### config.mk
export PLATFORM = sky130hd
export DESIGN_NAME = yuv422_conv_seq_flat
export DESIGN_NICKNAME = d
export VERILOG_FILES = /design/src/rtl/yuv422_conv_seq_if.sv /design/src/rtl/yuv422_conv_seq.sv /design/src/flat_wrapper.sv
export SDC_FILE = /design/constraint.sdc
export NUM_CORES = 1
export LEC_CHECK = 0
export CAP_MARGIN = 40
export CORE_AREA = 2 2 84 86
export CTS_CLUSTER_SIZE = 16
export DETAILED_ROUTE_END_ITERATION = 7
export DIE_AREA = 0 0 86 88
export PLACE_DENSITY = 0.75
export SYNTH_ARGS = -nofsm -noshare
export SYNTH_HDL_FRONTEND = slang
export SYNTH_SLANG_ARGS = --single-unit
### constraint.sdc
create_clock -name clk -period 1.99 [get_ports clk]
set_clock_uncertainty 0.2 [all_clocks]
set_input_delay 0.199 -clock clk [delete_from_list [all_inputs] [get_ports clk]]
set_output_delay 0.199 -clock clk [all_outputs]
set_load 0.03 [all_outputs]
### src/rtl/yuv422_conv_seq_if.sv
// Stream and converter-side signals of the 4:2:2 sequencer.
// slave = sequencer view, master = environment view.
interface yuv422_conv_seq_if;
  logic        cfg_709;
  logic        in_valid;
  logic        in_ready;
  logic [31:0] in_data;
  logic        in_sof;
  logic [23:0] conv_yuv;
  logic        conv_select;
  logic [23:0] conv_bgr;
  logic        out_valid;
  logic        out_ready;
  logic [23:0] out_bgr;
  logic        out_sof;
  logic        out_eol;
  logic        out_eof;

  modport master (
    output cfg_709, in_valid, in_data, in_sof,
    output conv_bgr, out_ready,
    input  in_ready, conv_yuv, conv_select,
    input  out_valid, out_bgr,
    input  out_sof, out_eol, out_eof
  );

  modport slave (
    input  cfg_709, in_valid, in_data, in_sof,
    input  conv_bgr, out_ready,
    output in_ready, conv_yuv, conv_select,
    output out_valid, out_bgr,
    output out_sof, out_eol, out_eof
  );
endinterface

### src/rtl/yuv422_conv_seq.sv
// Splits packed YUV 4:2:2 pairs into two converter ops, one pixel/cycle out.
// Define YUV_SEQ_POSFLAGS_EN for x/y counters and out_eol/out_eof.
module yuv422_conv_seq #(
  parameter int WIDTH  = 720,
  parameter int HEIGHT = 576
) (
  input logic             clk,
  input logic             reset_n,
  yuv422_conv_seq_if.slave bus
);

  typedef enum logic [1:0] {
    ST_IDLE = 2'd0,
    ST_P0   = 2'd1,
    ST_P1   = 2'd2
  } state_t;

  state_t      state;
  logic [31:0] word_q;
  logic        sof_q;
  logic        sel_q;
  logic [23:0] bgr_q;
  logic        valid_q;
  logic        osof_q;

  logic        slot_free;
  logic        load;
  logic        hs;
  logic        in_rdy;
  logic        accept;
  logic [23:0] yuv;

  assign slot_free = !valid_q || bus.out_ready;
  assign hs        = valid_q && bus.out_ready;
  assign load      = (state == ST_P0 || state == ST_P1)
                  && slot_free;
  assign accept    = bus.in_valid && in_rdy;

  // Ready and converter operand decode from state.
  always_comb begin
    in_rdy = 1'b0;
    yuv    = {word_q[31:24], word_q[23:16], word_q[7:0]};
    unique case (1'b1)
      (state == ST_IDLE): in_rdy = 1'b1;
      (state == ST_P1): begin
        in_rdy = slot_free;
        yuv    = {word_q[15:8], word_q[23:16], word_q[7:0]};
      end
      default: in_rdy = 1'b0;
    endcase
  end

  // Sequencer FSM with input word, matrix select and out register.
  always_ff @(posedge clk or negedge reset_n) begin
    if (!reset_n) begin
      state   <= ST_IDLE;
      word_q  <= '0;
      sof_q   <= 1'b0;
      sel_q   <= 1'b0;
      bgr_q   <= '0;
      valid_q <= 1'b0;
      osof_q  <= 1'b0;
    end else begin
      if (accept) begin
        word_q <= bus.in_data;
        sof_q  <= bus.in_sof;
        if (bus.in_sof)
          sel_q <= bus.cfg_709;
      end
      if (load) begin
        bgr_q   <= bus.conv_bgr;
        valid_q <= 1'b1;
        osof_q  <= (state == ST_P0) ? sof_q : 1'b0;
      end else if (hs) begin
        valid_q <= 1'b0;
      end
      unique case (state)
        ST_IDLE:
          if (bus.in_valid) state <= ST_P0;
        ST_P0:
          if (slot_free) state <= ST_P1;
        ST_P1:
          if (slot_free)
            state <= bus.in_valid ? ST_P0 : ST_IDLE;
        default: state <= ST_IDLE;
      endcase
    end
  end

  assign bus.in_ready    = in_rdy;
  assign bus.conv_yuv    = yuv;
  assign bus.conv_select = sel_q;
  assign bus.out_valid   = valid_q;
  assign bus.out_bgr     = bgr_q;
  assign bus.out_sof     = osof_q;

`ifdef YUV_SEQ_POSFLAGS_EN
  localparam int XW = (WIDTH > 2) ? $clog2(WIDTH) : 1;
  localparam int YW = (HEIGHT > 1) ? $clog2(HEIGHT) : 1;
  localparam logic [XW-1:0] X_LAST = XW'(WIDTH - 1);
  localparam logic [YW-1:0] Y_LAST = YW'(HEIGHT - 1);

  logic [XW-1:0] x_q;
  logic [YW-1:0] y_q;

  // Position of the pixel held in the out register; sof resyncs.
  always_ff @(posedge clk or negedge reset_n) begin
    if (!reset_n) begin
      x_q <= '0;
      y_q <= '0;
    end else if (load && state == ST_P0 && sof_q) begin
      x_q <= '0;
      y_q <= '0;
    end else if (hs) begin
      if (x_q == X_LAST) begin
        x_q <= '0;
        y_q <= (y_q == Y_LAST) ? '0 : y_q + YW'(1);
      end else begin
        x_q <= x_q + XW'(1);
      end
    end
  end

  assign bus.out_eol = (x_q == X_LAST);
  assign bus.out_eof = (x_q == X_LAST) && (y_q == Y_LAST);
`else
  assign bus.out_eol = 1'b0;
  assign bus.out_eof = 1'b0;
`endif

endmodule

### src/flat_wrapper.sv
// flat-port wrapper written by rule: the top's interface ports become plain ports
module yuv422_conv_seq_flat 
#(
  parameter int WIDTH  = 720,
  parameter int HEIGHT = 576
)
  (clk, reset_n, bus_cfg_709, bus_in_valid, bus_in_data, bus_in_sof, bus_conv_bgr, bus_out_ready, bus_in_ready, bus_conv_yuv, bus_conv_select, bus_out_valid, bus_out_bgr, bus_out_sof, bus_out_eol, bus_out_eof);
  yuv422_conv_seq_if bus_i ();
  input logic clk;
  input logic reset_n;
  input wire logic [$bits(bus_i.cfg_709)-1:0] bus_cfg_709;
  input wire logic [$bits(bus_i.in_valid)-1:0] bus_in_valid;
  input wire logic [$bits(bus_i.in_data)-1:0] bus_in_data;
  input wire logic [$bits(bus_i.in_sof)-1:0] bus_in_sof;
  input wire logic [$bits(bus_i.conv_bgr)-1:0] bus_conv_bgr;
  input wire logic [$bits(bus_i.out_ready)-1:0] bus_out_ready;
  output wire logic [$bits(bus_i.in_ready)-1:0] bus_in_ready;
  output wire logic [$bits(bus_i.conv_yuv)-1:0] bus_conv_yuv;
  output wire logic [$bits(bus_i.conv_select)-1:0] bus_conv_select;
  output wire logic [$bits(bus_i.out_valid)-1:0] bus_out_valid;
  output wire logic [$bits(bus_i.out_bgr)-1:0] bus_out_bgr;
  output wire logic [$bits(bus_i.out_sof)-1:0] bus_out_sof;
  output wire logic [$bits(bus_i.out_eol)-1:0] bus_out_eol;
  output wire logic [$bits(bus_i.out_eof)-1:0] bus_out_eof;
  assign bus_i.cfg_709 = bus_cfg_709;
  assign bus_i.in_valid = bus_in_valid;
  assign bus_i.in_data = bus_in_data;
  assign bus_i.in_sof = bus_in_sof;
  assign bus_i.conv_bgr = bus_conv_bgr;
  assign bus_i.out_ready = bus_out_ready;
  assign bus_in_ready = bus_i.in_ready;
  assign bus_conv_yuv = bus_i.conv_yuv;
  assign bus_conv_select = bus_i.conv_select;
  assign bus_out_valid = bus_i.out_valid;
  assign bus_out_bgr = bus_i.out_bgr;
  assign bus_out_sof = bus_i.out_sof;
  assign bus_out_eol = bus_i.out_eol;
  assign bus_out_eof = bus_i.out_eof;
  yuv422_conv_seq #(.WIDTH(WIDTH), .HEIGHT(HEIGHT)) u_core (.clk(clk), .reset_n(reset_n), .bus(bus_i));
endmodule
# Word level (Yosys, flattened, before mapping)
# Index checks and enable logic that the tools add are counted.
# op_classes
eq_ne	5
muxes	10
n_reduce_logical	10
# op_table
operator	n
2-to-1 mux 24 bit	1
2-to-1 mux 2 bit	3
one-hot mux 2 bit (3 select lines)	1
2-to-1 mux 1 bit	4
!= test 2 x 1 -> 1 bit (second input constant)	2
logical AND 1 bit	3
AND reduction 3 bit	1
== test 2 x 1 -> 1 bit (second input constant)	1
== test 2 bit (second input constant)	1
logical NOT 2 bit	1
logical OR 1 bit	2
!= test 2 bit (second input constant)	1
one-hot mux 1 bit (2 select lines)	1
AND reduction 2 bit	1
nonzero test 2 bit	1
logical NOT 1 bit	1
# totals
ff_bits	62
input_bits	62
output_inout_bits	54
elab_cells	32

# Logic depth before layout (Yosys ltp)
# logic_depth
word_depth	5
depth_mapped	6
mapped_depth_nobuf	5

# Worst setup path after synthesis
# No wires, ideal clock.
# synth_timing
kind	register to register
from	reg u_core.state[0]
to	reg u_core.sof_q
setup_ns	0.125
arrival_time_ns	1.459
setup_slack_ns	0.206
stages_incl_launch_ff	7
n_path_buf	1
period_less_slack_ns	1.784
cell_sequence	dfrtp_1 inv_1 ha_1 nand2_1 o21ai_4 buf_6 mux2_2
# synth_between
elab_chain_cells	3
elab_cells_between_ends	4
# synth_lines
element	line_no	source
from (decl)	yuv422_conv_seq.sv:18	state_t state;
from (signal assigned)	yuv422_conv_seq.sv:84	state <= bus.in_valid ? ST_P0 : ST_IDLE;
== test 2 bit or logical NOT 2 bit (tied branches)	yuv422_conv_seq.sv:45, yuv422_conv_seq.sv:44	
one-hot mux 1 bit (2 select lines) (*)	yuv422_conv_seq.sv:43	unique case (1'b1)
logical AND 1 bit (*)	yuv422_conv_seq.sv:37	assign accept = bus.in_valid && in_rdy;
to (signal assigned)	yuv422_conv_seq.sv:66	sof_q <= bus.in_sof;
to (decl)	yuv422_conv_seq.sv:20	logic sof_q;
# Every way passes the cells marked *; elsewhere a longest branch is shown, timed or not.
# A chain may end at the register's enable or synchronous reset.

# Worst setup path after layout
# layout_timing
from	reg u_core.state[0]
to	reg u_core.word_q[12]
# layout_between
elab_chain_cells	3
elab_cells_between_ends	4
# layout_lines
element	line_no	source
== test 2 bit or logical NOT 2 bit (tied branches)	yuv422_conv_seq.sv:45, yuv422_conv_seq.sv:44	
one-hot mux 1 bit (2 select lines) (*)	yuv422_conv_seq.sv:43	
logical AND 1 bit (*)	yuv422_conv_seq.sv:37	
to (signal assigned)	yuv422_conv_seq.sv:65	word_q <= bus.in_data;
to (decl)	yuv422_conv_seq.sv:19	logic [31:0] word_q;
# Marks and branches as above.

==> impl_metrics.json <==
{
  "status": "complete, but fails checks",
  "violations": "negative setup slack",
  "end_kind": "register",
  "period_share_pct": 102,
  "synth_area_um2": 2700,
  "grt_pass1_vias": 1917,
  "gr-usage-met2_pct": 24.9,
  "crit_path_start": "u_core.state[0]",
  "clk-insertion-delay-late_ps": 320,
  "cts.clk_slew.worst_paths_ps": 60,
  "timing.final.ws_setup_ps": -34.6,
  "wl_per_cell_um": 16.0,
  "drt_wl_total_um": 6140,
  "die-area_um2": 7570,
  "setup_viol": 11,
  "viasPerCell": 4.68,
  "cts_tree": "yes",
  "reg2reg_from": "u_core.state[0]",
  "finalPower_uw": 8210,
  "grt_usage_pct": 15.5,
  "grt_pass1_wl_um": 8870,
  "synth_cells": 182,
  "path_common_cell": "buf_6",
  "ys.warnings.count": 0,
  "critPathKind": "register to register",
  "n_antenna_cell": 0,
  "endpoint": "u_core.word_q[12]",
  "fmax_ghz": 0.494,
  "start_kind": "register",
  "cellPowerDensity_nw_per_um2": 1890,
  "ctsLongestPathBuffers": 2,
  "ant_nets": 0,
  "ff2ff_path_depth": 9,
  "row_count": 30,
  "crit_arrival_ps": 2030,
  "required_ps": 2000,
  "synth.area.top_cells": "dfrtp_1, mux2_2, buf_4",
  "overflow": 0,
  "ys_seq_area_share_pct": 57.4,
  "start_util_pct": 40.7,
  "holdCritPathClass": "input port to async pin",
  "gp_congestion": 0.843,
  "fin_util_pct": 65.3,
  "fp.dieH_um": 88,
  "ys_ff_latch": 62,
  "cts.sinks": 62,
  "use_met1_pct": 18.7,
  "yosysTopAreaCell": "dfrtp_1",
  "finalMaxSlewViolations": 0,
  "pre_cts_ws_ps": -99.6,
  "drcViolationCount": 0,
  "first_pass_iters": 3,
  "synth.avg_cell_area_um2": 14.9,
  "post-route-min-period_ps": 2020,
  "p_switching_uw": 3080,
  "area.growth.synth_to_final_pct": 60.5,
  "max_stage_delay_ps": 390,
  "drv_cap": 0,
  "hold_viol_final": 0,
  "pwr-share-clk_pct": 10.4,
  "drive_above_1_share_pct": 39.7,
  "ioPinCount": 116,
  "h-tree-depth": 3,
  "drtIter0Drc": 55,
  "comb_power_share_pct": 62.0,
  "cp_max_fo": 5,
  "timing.rr.end": "u_core.word_q[12]",
  "clockRootBuffer": "clkbuf_8",
  "regToRegSetupSlack_ps": -30,
  "core_area_um2": 6640,
  "path_depth": 9,
  "grt_max_degree": 26,
  "antenna_found_initial": 0,
  "numCtsBuffers": 9,
  "hpwl_um": 4050,
  "die-width_um": 86,
  "p_int_uw": 5120,
  "rsz0062_at_grt": "yes",
  "path_cells": "inv_2, ha_4, buf_6, buf_6, nand2_4, o21ai_4, buf_6, bufbuf_16, mux2_2",
  "slew-limit-headroom_pct": 62.0,
  "use_met3_pct": 6.13,
  "seqPwrFrac_pct": 27.6,
  "path_buf_inv": 5,
  "io_buffers": 113,
  "tightest_slew_ps": 569,
  "ir_worst_vdd_mv": 0.867,
  "grt-busiest-layer": "met2",
  "p_sw_share_pct": 37.6,
  "critPathTopFamily": "buffers and inverters",
  "ys_types": 20,
  "p_leak_uw": 0.00192,
  "synth_top_area_share_pct": 57.4,
  "crit_slowest_cell": "dfrtp_1",
  "vias": 1802,
  "nNetsFinal": 373
}
==> power by group through the flow <==
stage | logic [uW] | registers, uW | clock network [uW]
2_1_floorplan | 2440 | 2770 | 0
3_3_place_gp | 4340 | 2230 | 0
3_5_place_dp | 4400 | 2250 | 0
4_1_cts | 4690 | 2240 | 895
5_1_grt | 5370 | 2340 | 958
6_report | 5090 | 2260 | 856
==> worst register-to-register path, stage by stage (launching register included) <==
cell       delay (ps)
dfrtp_1           390
inv_2              80
ha_4              140
buf_6             120
buf_6             100
nand2_4            50
o21ai_4           140
buf_6             120
bufbuf_16         250
mux2_2            320
==> logic make-up (layout without fill, tap and decap cells) <==
family                   Yosys count  after routing  share of synthesized area, %
multiplexers                      67             67                          27.9
buffers and inverters             29            151                          7.96
adder cells (fa/ha/maj)            5              5                          2.31
flip-flops                        62             62                          57.4
AND/OR/NAND/NOR                   11             11                          2.22
other                              1              2                         0.139
AO/OA/AOI/OAI                      7              7                          2.08
==> state kept, by name, indices dropped and copies added (netlist names) <==
name,cells
u_core.bus.out_valid,1
u_core.state,2
u_core.bus.out_sof,1
u_core.bus.conv_select,1
u_core.sof_q,1
u_core.word_q,32
u_core.bus.out_bgr,24
==> timing repair <==
item,in CTS,in global routing
hold endpoints to repair,21,0
pin swaps,2,2
setup buffers,7,0
resized for setup,61,51
gates cloned,2,1
endpoints found under the setup margin,41,42
hold buffers,1,0
==> per-layer routing <==
layer | up-vias | part of all wire (%)
met5 | - | 0
met4 | 0 | 1.6
met3 | 10 | 8.0
met2 | 74 | 49
met1 | 871 | 42
li1 | 847 | -
==> area by class of cell <==
cell class | count | area [um2]
fill | 508 | 2300
tap | 80 | 100
sequential | 62 | 1550
inverter | 5 | 18.8
timing repair buffer | 136 | 1450
multi-input combinational | 92 | 1080
clock buffer | 10 | 138
==> synthesized netlist by cell type <==
cell type and n:
o22ai_1 1, buf_6 5, nor2b_4 1, nand2b_2 1, buf_2 1, a31o_2 1
ha_1 5, o311a_1 1, nand2_1 6, inv_1 5, o21ai_0 2, mux2_2 67
o21ai_4 1, nand2_2 1, dfrtp_1 62, nand3_1 1, nor2_1 1, conb_1 1
buf_4 18, a21oi_1 1
==> metrics by stage <==
step                std cells  TNS, ps  cell area, um2  hold slack, ps
floorplan                 183        0            2710            -297
global placement          365     -911            3870            22.7
detailed placement        365    -2210            3870            23.4
CTS                       385     -628            4170             198
global route              385    -1340            4340             239
finish                    385     -233            4340             198
==> layout by cell type (no fill, tap or decap) <==
| cell type | instances |
|---|---|
| buf_8 | 1 |
| buf_2 | 1 |
| o311a_1 | 1 |
| buf_12 | 4 |
| nand2_4 | 1 |
| ha_1 | 3 |
| conb_1 | 2 |
| o21ai_4 | 1 |
| nand2_1 | 3 |
| nand2_2 | 3 |
| dlygate4sd3_1 | 1 |
| nor2_1 | 1 |
| dfrtp_1 | 62 |
| buf_4 | 9 |
| mux2_2 | 37 |
| inv_2 | 2 |
| a31o_2 | 1 |
| nand3_1 | 1 |
| ha_2 | 1 |
| bufbuf_16 | 1 |
| mux2_4 | 30 |
| nand2b_2 | 1 |
| buf_16 | 1 |
| clkbuf_8 | 10 |
| inv_1 | 3 |
| a21oi_1 | 1 |
| nor2b_4 | 1 |
| ha_4 | 1 |
| clkbuf_16 | 1 |
| clkdlybuf4s50_1 | 103 |
| o22ai_1 | 1 |
| buf_6 | 14 |
| o21ai_0 | 2 |
==> worst min path at each step <==
| stage | startpoint | end | slack (ps) | depth (start not counted) |
|---|---|---|---|---|
| 5_1_grt | reset_n | u_core.word_q[14] | 240 | 2 |
| 4_1_cts | reset_n | u_core.word_q[14] | 200 | 2 |
| 2_1_floorplan | reset_n | u_core.bus.conv_select | -300 | 0 |
| 3_3_place_gp | reset_n | u_core.word_q[16] | 20 | 1 |
| 6_report | reset_n | u_core.word_q[14] | 200 | 2 |
| 3_5_place_dp | reset_n | u_core.word_q[14] | 20 | 1 |
(Power assumes the default switching activity.)
